File: src/rtl/rm_lane_release_tracker_pkg.sv
// Shared types for the runtime-monitor lane release tracker: lane FSM states,
// the per-slot record and the PC width used throughout.
package rm_lane_release_tracker_pkg;

  localparam int unsigned VLEN = 64;

  typedef enum logic [1:0] {
    IDLE    = 2'd0,
    ACTIVE  = 2'd1,
    HOLD    = 2'd2,
    RELEASE = 2'd3
  } rm_lane_state_e;

  typedef struct packed {
    logic            v;
    logic            c;
    logic [VLEN-1:0] pc;
  } rm_lane_slot_t;

endpackage

File: src/rtl/rm_lane_slot_fsm.sv
// One lane of the release tracker: two PC slots, the lane FSM, the hold timer
// that waits for a late slot1 allocation, and the uncommitted-slot watchdog.
module rm_lane_slot_fsm
  import rm_lane_release_tracker_pkg::*;
#(
  parameter int unsigned HOLD_CYCLES     = 8,
  parameter int unsigned WATCHDOG_CYCLES = 1024
) (
  input  logic                 clk_i,
  input  logic                 rst_ni,
  input  logic                 wr_slot0,
  input  logic                 wr_slot1,
  input  logic [VLEN-1:0]      alloc_pc,
  input  logic [1:0]           commit_valid,
  input  logic [1:0][VLEN-1:0] commit_pc,
  input  logic                 flush,
  output logic                 lane_reset,
  output logic                 busy,
  output logic                 wd_expire
);

  localparam int unsigned HW = $clog2(HOLD_CYCLES + 1);
  localparam int unsigned WW = $clog2(WATCHDOG_CYCLES + 1);
  localparam logic [HW-1:0] HOLD_LAST = HW'(HOLD_CYCLES - 1);
  localparam logic [WW-1:0] WD_LAST   = WW'(WATCHDOG_CYCLES - 1);
  localparam logic [WW-1:0] WD_MAX    = WW'(WATCHDOG_CYCLES);

  rm_lane_state_e       state, state_next;
  rm_lane_slot_t [1:0]  slots, slots_next;
  logic [HW-1:0]        hold_cnt;
  logic [WW-1:0]        wd_cnt;
  logic [1:0]           slot_match;
  logic                 alloc_commit;
  logic                 pending;
  logic                 any_write;
  logic                 all_done;
  logic                 single_done;

  // A commit port can complete a slot already held or the PC being written now.
  always_comb begin
    alloc_commit = 1'b0;
    slot_match   = 2'b00;
    for (int p = 0; p < 2; p++) begin
      if (commit_valid[p] && (commit_pc[p] == alloc_pc)) alloc_commit = 1'b1;
      for (int s = 0; s < 2; s++) begin
        if (commit_valid[p] && slots[s].v && !slots[s].c && (commit_pc[p] == slots[s].pc))
          slot_match[s] = 1'b1;
      end
    end
  end

  always_comb begin
    slots_next = slots;
    for (int s = 0; s < 2; s++) begin
      if (slot_match[s]) slots_next[s].c = 1'b1;
    end
    if (state == RELEASE) slots_next = '0;
    if (wr_slot0) slots_next[0] = '{v: 1'b1, c: alloc_commit, pc: alloc_pc};
    if (wr_slot1) slots_next[1] = '{v: 1'b1, c: alloc_commit, pc: alloc_pc};
  end

  assign busy      = slots[0].v | slots[1].v;
  assign any_write = wr_slot0 | wr_slot1;
  assign pending   = (slots[0].v & ~slots[0].c) | (slots[1].v & ~slots[1].c);
  assign wd_expire = (state == ACTIVE) && pending && (slot_match == 2'b00) &&
                     (wd_cnt == WD_LAST) && !flush;

  always_comb begin
    all_done    = slots_next[1].v && slots_next[1].c && (!slots_next[0].v || slots_next[0].c);
    single_done = !slots_next[1].v && slots_next[0].v && slots_next[0].c;
    state_next  = state;
    unique case (state)
      IDLE:    if (any_write) state_next = ACTIVE;
      ACTIVE: begin
        if (wd_expire || all_done) state_next = RELEASE;
        else if (single_done)      state_next = HOLD;
      end
      HOLD: begin
        if (any_write)                  state_next = ACTIVE;
        else if (hold_cnt == HOLD_LAST) state_next = RELEASE;
      end
      RELEASE: state_next = any_write ? ACTIVE : IDLE;
      default: state_next = IDLE;
    endcase
    // A flush drops every lane still holding anything, committed or not.
    if (flush && (state != RELEASE) && ((state != IDLE) || busy)) state_next = RELEASE;
  end

  always_ff @(posedge clk_i or negedge rst_ni) begin
    if (!rst_ni) begin
      state      <= IDLE;
      slots      <= '0;
      hold_cnt   <= '0;
      wd_cnt     <= '0;
      lane_reset <= 1'b0;
    end else begin
      state      <= state_next;
      slots      <= slots_next;
      lane_reset <= (state == RELEASE);
      hold_cnt   <= ((state == HOLD) && (state_next == HOLD)) ? hold_cnt + HW'(1) : '0;
      if ((state == RELEASE) || !pending || (slot_match != 2'b00)) wd_cnt <= '0;
      else if (wd_cnt != WD_MAX)                                    wd_cnt <= wd_cnt + WW'(1);
    end
  end

endmodule

File: src/rtl/rm_lane_release_tracker.sv
// Turns allocator descriptors and commits into per-lane release pulses; the
// per-lane tracking lives in rm_lane_slot_fsm, this level decodes and counts.
module rm_lane_release_tracker
  import rm_lane_release_tracker_pkg::*;
#(
  parameter int unsigned NUM_LANES       = 4,
  parameter int unsigned HOLD_CYCLES     = 8,
  parameter int unsigned WATCHDOG_CYCLES = 1024,
  localparam int unsigned LW = (NUM_LANES > 1) ? $clog2(NUM_LANES) : 1
) (
  input  logic                 clk_i,
  input  logic                 rst_ni,
  input  logic                 alloc_valid_i,
  input  logic [LW-1:0]        alloc_lane0_i,
  input  logic [LW-1:0]        alloc_lane1_i,
  input  logic                 alloc_two_lane_i,
  input  logic [VLEN-1:0]      alloc_pc_i,
  input  logic [1:0]           commit_valid_i,
  input  logic [1:0][VLEN-1:0] commit_pc_i,
  input  logic                 flush_i,
  output logic [NUM_LANES-1:0] lane_reset_o,
  output logic [NUM_LANES-1:0] lane_busy_o,
  output logic [15:0]          timeout_cnt_o
);

  logic [NUM_LANES-1:0] wr_slot0, wr_slot1, expire;
  logic                 alloc_ok;
  logic [16:0]          timeout_sum;
  logic [15:0]          timeout_cnt;

  assign alloc_ok = alloc_valid_i & ~flush_i;

  // A two-lane instruction takes slot1 of its primary lane and slot0 of the secondary.
  always_comb begin
    wr_slot0 = '0;
    wr_slot1 = '0;
    for (int i = 0; i < NUM_LANES; i++) begin
      wr_slot0[i] = alloc_ok && (alloc_two_lane_i ? (alloc_lane1_i == LW'(i))
                                                  : (alloc_lane0_i == LW'(i)));
      wr_slot1[i] = alloc_ok && alloc_two_lane_i && (alloc_lane0_i == LW'(i));
    end
  end

  for (genvar g = 0; g < NUM_LANES; g++) begin : gen_lane
    rm_lane_slot_fsm #(
      .HOLD_CYCLES    (HOLD_CYCLES),
      .WATCHDOG_CYCLES(WATCHDOG_CYCLES)
    ) u_lane (
      .clk_i       (clk_i),
      .rst_ni      (rst_ni),
      .wr_slot0    (wr_slot0[g]),
      .wr_slot1    (wr_slot1[g]),
      .alloc_pc    (alloc_pc_i),
      .commit_valid(commit_valid_i),
      .commit_pc   (commit_pc_i),
      .flush       (flush_i),
      .lane_reset  (lane_reset_o[g]),
      .busy        (lane_busy_o[g]),
      .wd_expire   (expire[g])
    );
  end

  always_comb begin
    timeout_sum = {1'b0, timeout_cnt};
    for (int i = 0; i < NUM_LANES; i++) timeout_sum = timeout_sum + 17'(expire[i]);
  end

  always_ff @(posedge clk_i or negedge rst_ni) begin
    if (!rst_ni) timeout_cnt <= '0;
    else         timeout_cnt <= timeout_sum[16] ? 16'hFFFF : timeout_sum[15:0];
  end

  assign timeout_cnt_o = timeout_cnt;

endmodule

File: config.mk
export PLATFORM = sky130hd
export DESIGN_NAME = rm_lane_release_tracker
export DESIGN_NICKNAME = d
export VERILOG_FILES = /design/src/rtl/rm_lane_release_tracker_pkg.sv /design/src/rtl/rm_lane_slot_fsm.sv /design/src/rtl/rm_lane_release_tracker.sv
export SDC_FILE = /design/constraint.sdc
export NUM_CORES = 2
export LEC_CHECK = 0
export ABC_CLOCK_PERIOD_IN_PS = 5200
export CAP_MARGIN = 40
export CELL_PAD_IN_SITES_DETAIL_PLACEMENT = 1
export CELL_PAD_IN_SITES_GLOBAL_PLACEMENT = 1
export CORE_MARGIN = 2
export CORE_UTILIZATION = 30
export DETAILED_ROUTE_END_ITERATION = 8
export PLACE_DENSITY_LB_ADDON = 0.3
export SLEW_MARGIN = 40
export SYNTH_ARGS = -nofsm -noshare
export SYNTH_HDL_FRONTEND = slang
export SYNTH_SLANG_ARGS = --single-unit
File: constraint.sdc
create_clock -name clk_i -period 5.2 [get_ports clk_i]
set_input_delay 1.04 -clock clk_i [delete_from_list [all_inputs] [get_ports clk_i]]
set_output_delay 1.04 -clock clk_i [all_outputs]
set_load 0.02 [all_outputs]
# Word level (Yosys, flattened, before mapping)
# Index checks and enable logic that the tools add are counted.
dict set report word_totals {
  regBits 616
  output_inout_bits 24
  elab_cells 400
}
dict set report op_classes {
  add_sub_neg 12
  eq_ne 56
  muxes 87
  bitwise_logic 30
  n_reduce_logical 174
}
# operator n
set op_table {}
lappend op_table {{$eq 64x64->1} 18}
lappend op_table {{$mux 132} 4}
lappend op_table {{$mux 66} 8}
lappend op_table {{$logic_and 1x1->1} 103}
lappend op_table {{$mux 11} 8}
lappend op_table {{$add 17x1->17} 3}
lappend op_table {{$mux 2} 24}
lappend op_table {{$add 11x1->11 const B} 4}
lappend op_table {{$eq 11x10->1 const B} 4}
lappend op_table {{$ne 11x11->1 const B} 4}
lappend op_table {{$reduce_bool 2->1} 20}
lappend op_table {{$mux 1} 34}
lappend op_table {{$eq 2x2->1 const B} 16}
lappend op_table {{$pmux 2 s4} 4}
lappend op_table {{$logic_not 1->1} 21}
lappend op_table {{$logic_not 2->1} 10}
lappend op_table {{$logic_or 1x1->1} 20}
lappend op_table {{$add 16x1->17} 1}
lappend op_table {{$add 4x1->4 const B} 4}
lappend op_table {{$eq 4x3->1 const B} 4}
lappend op_table {{$mux 16} 1}
lappend op_table {{$mux 4} 4}
lappend op_table {{$eq 2x1->1 const B} 6}
lappend op_table {{$or 1x1->1} 12}
lappend op_table {{other kinds (3)} 22}

# Depth between registers and ports, before layout
dict set report depth {
  word_depth 18
  ltp_mapped 18
}

# By module
# From an unflattened synthesis, not the netlist that was laid out.
dict set report unflattened {
  hier_cells 5062
  hier_area_um2 42942.4
}
# mod instances cells_per_inst area_each_um2
set by_module_without_submodules {}
lappend by_module_without_submodules {rm_lane_slot_fsm 4 1238 10487.6}
lappend by_module_without_submodules {rm_lane_release_tracker 1 110 992.2}

# Least setup slack after synthesis
# OpenSTA, ideal clock, no wires.
dict set report synth_timing {
  path_kind {input to register}
  from {in commit_pc_i[34] (netlist name)}
  to {reg timeout_cnt[9], in the netlist timeout_cnt_o[9]}
  setup_time_ps 83
  t_arrival_ps 4660
  required_time_ps 5117
  path_slack_ps 457
  path_stages 18
  n_path_buf 2
  path_cell_list {buf_2 > xnor2_1 > and4_1 > nand4_1 > or4_1 > o22ai_1 > nor3_1 > nand4_1 > fa_1 > inv_1 > fa_1 > fa_1 > and3_1 > nand2_1 > or2_2 > or3_1 > clkbuf_1 > o21ai_0}
}
dict set report synth_via {
  elab_chain_cells 13
  elab_cells_between_ends 53
}
# element line_no
set synth_lines {}
lappend synth_lines {{from (decl)} rm_lane_release_tracker.sv:19} ;# input logic [1:0][VLEN-1:0] commit_pc_i,
lappend synth_lines {{$eq 64x64->1} rm_lane_slot_fsm.sv:46} ;# if (commit_valid[p] && slots[s].v && !slots[s].c && (commit_pc[p] == slots[s].pc))
lappend synth_lines {{$logic_and 1x1->1} rm_lane_slot_fsm.sv:46}
lappend synth_lines {{$mux 1 (2 in a row)} rm_lane_slot_fsm.sv:46}
lappend synth_lines {{$logic_not 2->1} rm_lane_slot_fsm.sv:65} ;# assign wd_expire = (state == ACTIVE) && pending && (slot_match == 2'b00) &&
lappend synth_lines {{$logic_and 1x1->1 (2 in a row)} rm_lane_slot_fsm.sv:65}
lappend synth_lines {{$logic_and 1x1->1} rm_lane_slot_fsm.sv:66} ;# (wd_cnt == WD_LAST) && !flush;
lappend synth_lines {{$add 16x1->17} rm_lane_release_tracker.sv:65} ;# for (int i = 0; i < NUM_LANES; i++) timeout_sum = timeout_sum + 17'(expire[i]);
lappend synth_lines {{$add 17x1->17 (2 in a row)} rm_lane_release_tracker.sv:65}
lappend synth_lines {{$add 17x1->17 *} rm_lane_release_tracker.sv:65}
lappend synth_lines {{$mux 16 *} rm_lane_release_tracker.sv:70} ;# else timeout_cnt <= timeout_sum[16] ? 16'hFFFF : timeout_sum[15:0];
lappend synth_lines {{to (signal assigned)} rm_lane_release_tracker.sv:70}
lappend synth_lines {{to (decl)} rm_lane_release_tracker.sv:29} ;# logic [15:0] timeout_cnt;
# Every way passes the cells marked *; elsewhere a longest branch is shown, timed or not.
# A chain may end at the register's enable or synchronous reset.

# Worst setup path in the final report
dict set report layout_timing {
  from {in commit_pc_i[121] (netlist name)}
  to {reg timeout_cnt[9], in the netlist timeout_cnt_o[9]}
}
dict set report layout_via {
  elab_chain_cells 12
  elab_cells_between_ends 45
}
# element line_no
set layout_lines {}
lappend layout_lines {{$eq 64x64->1} rm_lane_slot_fsm.sv:46}
lappend layout_lines {{$logic_and 1x1->1} rm_lane_slot_fsm.sv:46}
lappend layout_lines {{$mux 1} rm_lane_slot_fsm.sv:46}
lappend layout_lines {{$logic_not 2->1} rm_lane_slot_fsm.sv:65}
lappend layout_lines {{$logic_and 1x1->1 (2 in a row)} rm_lane_slot_fsm.sv:65}
lappend layout_lines {{$logic_and 1x1->1} rm_lane_slot_fsm.sv:66}
lappend layout_lines {{$add 16x1->17} rm_lane_release_tracker.sv:65}
lappend layout_lines {{$add 17x1->17 (2 in a row)} rm_lane_release_tracker.sv:65}
lappend layout_lines {{$add 17x1->17 *} rm_lane_release_tracker.sv:65}
lappend layout_lines {{$mux 16 *} rm_lane_release_tracker.sv:70}
# Marks and branches as above.

==> reports/summary.json <==
{
  "yosys": {
    "synth_flop_cell": "sky130_fd_sc_hd__dfrtp_1",
    "synth_fp_nets": 4818,
    "synthesis.area_mm2": 0.0392,
    "asyncSetResetFlopFracSynth_pct": 100,
    "ys_warn_count": 0,
    "ys_types": 62,
    "synth-edff-count": 0,
    "yosysSeqAreaShare_pct": 39.3,
    "yosys_register_bits": 616,
    "avgSynthCellArea_um2": 8.53,
    "syn_inst": 4599
  },
  "setup_path": {
    "worst-path-buf-inv": 6,
    "timing.critical_path.depth": 21,
    "worst_r2r_path_depth": 18,
    "crit_path_start_kind": "input pin",
    "path_class": "input pin to register",
    "worst_setup_path_startpoint": "commit_pc_i[121]",
    "launching_point_of_the_worst_reg2reg_path": "gen_lane[2].u_lane.slots[118]$_DFFE_PN0P_",
    "timing.critical_path.required_ps": 5830,
    "critical_path_fanouts_max": 13,
    "critPathTopFamily": "simple AND/OR/NAND/NOR gates",
    "worst_setup_path_end_kind": "register",
    "critical_path_slowest_stage_cell": "sky130_fd_sc_hd__clkdlybuf4s50_1",
    "crit_chain": "clkdlybuf4s50_1, buf_8, xnor2_2, nand4_1, nor4_2, buf_4, nand3_1, o22ai_4, buf_6, nor3_1, nand2_1, fa_1, inv_2, fa_2, fa_2, and3_4, nand2_1, or2_4, or3_1, buf_6, o21ai_0",
    "worst-r2r-setup-slack_ps": 550,
    "wp_data_arrival_ps": 5770,
    "cpPeakStageDelay_ps": 610
  },
  "power": {
    "share_clk_of_total_power_pct": 29.8,
    "power_frac_comb_pct": 37.6,
    "leakage_nw": 22.7,
    "fin_total_pwr_w": 0.0213,
    "power.density_mw_per_mm2": 400,
    "p_sw_w": 0.00913,
    "seq_power_share_pct": 32.6,
    "swShare_pct": 43.0,
    "internal_power_w": 0.0121,
    "peakVddDrop_mv": 0.418
  },
  "cts": {
    "hold_buffers": 0,
    "htreeDepth": 3,
    "clock_tree.buffer_depth": 3,
    "worst_skew_pair.late_latency_ps": 710,
    "clk_transition_reported_paths_ps": 60,
    "cts_tree": "built",
    "cts_root_buffer": "sky130_fd_sc_hd__clkbuf_16",
    "cts_made_buffers": 83,
    "tritoncts_num_sinks": 616
  },
  "layout": {
    "drive_above_1_share_pct": 19.5,
    "final-seq-area_mm2": 0.0154,
    "finalNonFillerCells": 7166,
    "multi_input_area_mm2": 0.0225,
    "num-nets-final": 5566,
    "layout.cell_area.non_filler_mm2": 0.0531,
    "most_used_cells_in_the_layout_excluding_fill_and_tap_cells": "937 x sky130_fd_sc_hd__nand2_1, 835 x sky130_fd_sc_hd__xnor2_1, 666 x sky130_fd_sc_hd__buf_4, 616 x sky130_fd_sc_hd__dfrtp_1, 379 x sky130_fd_sc_hd__nand3_1",
    "filler_cell_count": 14900,
    "area_growth_syn_to_layout_pct": 35.4,
    "mostFrequentLayoutCell": "sky130_fd_sc_hd__nand2_1"
  },
  "sta": {
    "timing.max_slew.rel_slack_pct": 34.3,
    "hold_violations": 0,
    "period_minus_slack_ps": 5140,
    "final_period_util_pct": 98.8,
    "drv_slew": 0,
    "timing.final.setup_violations": 0,
    "grt_setup_unrepaired": "no",
    "timing.setup.tns_ps": 0,
    "tightest_slew_ps": 978,
    "finalHoldWorstSlack_ps": 182,
    "fin_skew_ps": 28.2,
    "max_clock_freq_mhz": 195
  },
  "floorplan": {
    "core_area_mm2": 0.130,
    "start_util_pct": 30.2,
    "rows": 132,
    "ioPinCount": 227,
    "design.die.area_mm2": 0.134,
    "die_h_um": 366,
    "die_extent_in_x_um": 366
  },
  "global_routing": {
    "grt_overflow_total": 0,
    "grt_pass1_wl_mm": 401,
    "groute.usage.overall_pct": 45.8,
    "first_global_vias": 41500,
    "grt_max_degree": 107,
    "antenna_found_initial": 25
  },
  "detailed_routing": {
    "dr.first_iter.drc_count": 5679,
    "wl_mm": 308,
    "drt_drc_violations_left": 0,
    "routed_via_density": 5.83,
    "drt-wirelength-per-cell_um": 42.9,
    "via_count": 41800,
    "number_of_antenna_violating_nets_in_the_routed_design": 0,
    "drt_pre_antenna_iters": 8
  },
  "placed_design": {
    "final_estimated_routing_congestion_in_global_placement": 1.14,
    "estimated_wirelength_of_the_detail_placed_design_mm": 245,
    "post_placement_cell_area_mm2": 0.0493,
    "cells_after_dpl": 7004,
    "place.port_buffers": 226
  },
  "run": {
    "max_cap_violations": 0
  },
  "outcome": {
    "run_status": "completed"
  },
  "hold_path": {
    "tightest_hold_check_type": "input pin to asynchronous set/reset pin"
  }
}
==> worst register-to-register path: stages (launching register included) <==
cell	delay, ps
sky130_fd_sc_hd__dfrtp_1	550
sky130_fd_sc_hd__xnor2_1	420
sky130_fd_sc_hd__nand4_1	220
sky130_fd_sc_hd__nor4_4	380
sky130_fd_sc_hd__nand3_2	220
sky130_fd_sc_hd__o22ai_2	250
sky130_fd_sc_hd__buf_6	200
sky130_fd_sc_hd__nor3_1	110
sky130_fd_sc_hd__nand2_1	110
sky130_fd_sc_hd__fa_1	440
sky130_fd_sc_hd__inv_2	80
sky130_fd_sc_hd__fa_2	220
sky130_fd_sc_hd__fa_2	210
sky130_fd_sc_hd__and3_4	180
sky130_fd_sc_hd__nand2_1	80
sky130_fd_sc_hd__or2_4	270
sky130_fd_sc_hd__or3_1	380
sky130_fd_sc_hd__buf_6	160
sky130_fd_sc_hd__o21ai_0	80
==> registers in the layout, summed over array words and instances, names as in the netlist <==
register,count
gen_lane.u_lane.hold_cnt,16
gen_lane.u_lane.slots,528
gen_lane.u_lane.lane_reset,4
timeout_cnt_o,16
gen_lane.u_lane.state,8
gen_lane.u_lane.wd_cnt,44
==> logic make-up after synthesis <==
group / synth area share (%)
muxes: 0.166
buffers and inverters: 4.98
xor gates and xnor gates: 25.7
AOI/OAI and AO/OA: 6.01
adders and majority gates: 0.568
and+or+nand+nor: 23.3
DFF: 39.3
==> cell type report <==
type	count	share of cell area [%]
Multi-Input combinational cell	3540	42.4
Tap cell	1742	4.11
Timing Repair Buffer	1032	18.4
Sequential cell	616	29.0
Antenna cell	8	0.0377
Inverter	74	0.523
Clock buffer	118	4.62
Clock inverter	36	0.931
==> path summary, 6_finish.rpt <==
path	end
max	timeout_cnt_o[9]$_DFF_PN0_
min	gen_lane[0].u_lane.wd_cnt[10]$_DFFE_PN0P_
max reg2reg	timeout_cnt_o[9]$_DFF_PN0_
min reg2reg	gen_lane[2].u_lane.hold_cnt[0]$_DFF_PN0_
max in group asynchronous	gen_lane[0].u_lane.slots[57]$_DFFE_PN0P_
min in group clk_i	gen_lane[2].u_lane.hold_cnt[0]$_DFF_PN0_
==> power groups by stage <==
stage / logic [W] / clock network [W] / registers [W]
final: 0.00799 / 0.00634 / 0.00692
after global routing: 0.00812 / 0.00659 / 0.00696
after CTS: 0.00758 / 0.00641 / 0.00684
after detailed placement: 0.00752 / 0 / 0.00691
after global placement: 0.00747 / 0 / 0.00690
after floorplan: 0.00336 / 0 / 0.00629
==> cells in the mapped netlist, types with 6 or more instances <==
library cell	number	share of area (%)
sky130_fd_sc_hd__nand2_1	944	9.0
sky130_fd_sc_hd__xnor2_1	876	20
sky130_fd_sc_hd__dfrtp_1	616	39
sky130_fd_sc_hd__nand3_1	382	4.9
sky130_fd_sc_hd__o21ai_0	283	3.6
sky130_fd_sc_hd__xor2_1	273	6.1
sky130_fd_sc_hd__nand4_1	252	4.0
sky130_fd_sc_hd__clkbuf_1	176	1.7
sky130_fd_sc_hd__buf_2	129	1.6
sky130_fd_sc_hd__nor2_1	120	1.1
sky130_fd_sc_hd__nor4_1	114	1.8
sky130_fd_sc_hd__inv_1	71	0.68
sky130_fd_sc_hd__buf_1	35	0.34
sky130_fd_sc_hd__nand2b_1	33	0.53
sky130_fd_sc_hd__nor3_1	31	0.40
sky130_fd_sc_hd__nor2b_1	25	0.40
sky130_fd_sc_hd__buf_4	24	0.46
sky130_fd_sc_hd__a21oi_1	21	0.27
sky130_fd_sc_hd__o22ai_1	21	0.34
sky130_fd_sc_hd__and3_1	19	0.30
sky130_fd_sc_hd__ha_1	13	0.41
sky130_fd_sc_hd__o31ai_1	12	0.23
sky130_fd_sc_hd__a31oi_1	9	0.14
sky130_fd_sc_hd__o2111ai_1	9	0.20
sky130_fd_sc_hd__or2_2	7	0.11
sky130_fd_sc_hd__or4_1	7	0.13
sky130_fd_sc_hd__a2111oi_0	6	0.13
sky130_fd_sc_hd__a21o_1	6	0.11
sky130_fd_sc_hd__nor4b_1	6	0.13
==> repair_timing <==
item                       CTS  global route
buffers inserted             2             8
setup endpoints to repair   16            15
hold endpoints to repair     0             0
pin swaps                    6            14
resized for setup           34           125
==> layer usage <==
metal  GRT usage (%)  vias to the layer above  share of wire [%]  wire length (um)
met5               0                        -              0.037               115
met4            34.5                       18                9.2             28400
met1            57.6                    21500                 39            120000
met2            64.9                     2659                 41            125000
li1                -                    16800                  -                 -
met3            14.7                      769                 11             34000
==> per-stage QoR <==
stage	worst slack, ps	util, %
2_1_floorplan	457	-
3_3_place_gp	-1250	38.0
3_5_place_dp	-1240	38.0
4_1_cts	0.993	40.4
5_1_grt	34.7	40.9
6_report	62.1	40.9
No activity file was read; power rests on OpenSTA's default activity.
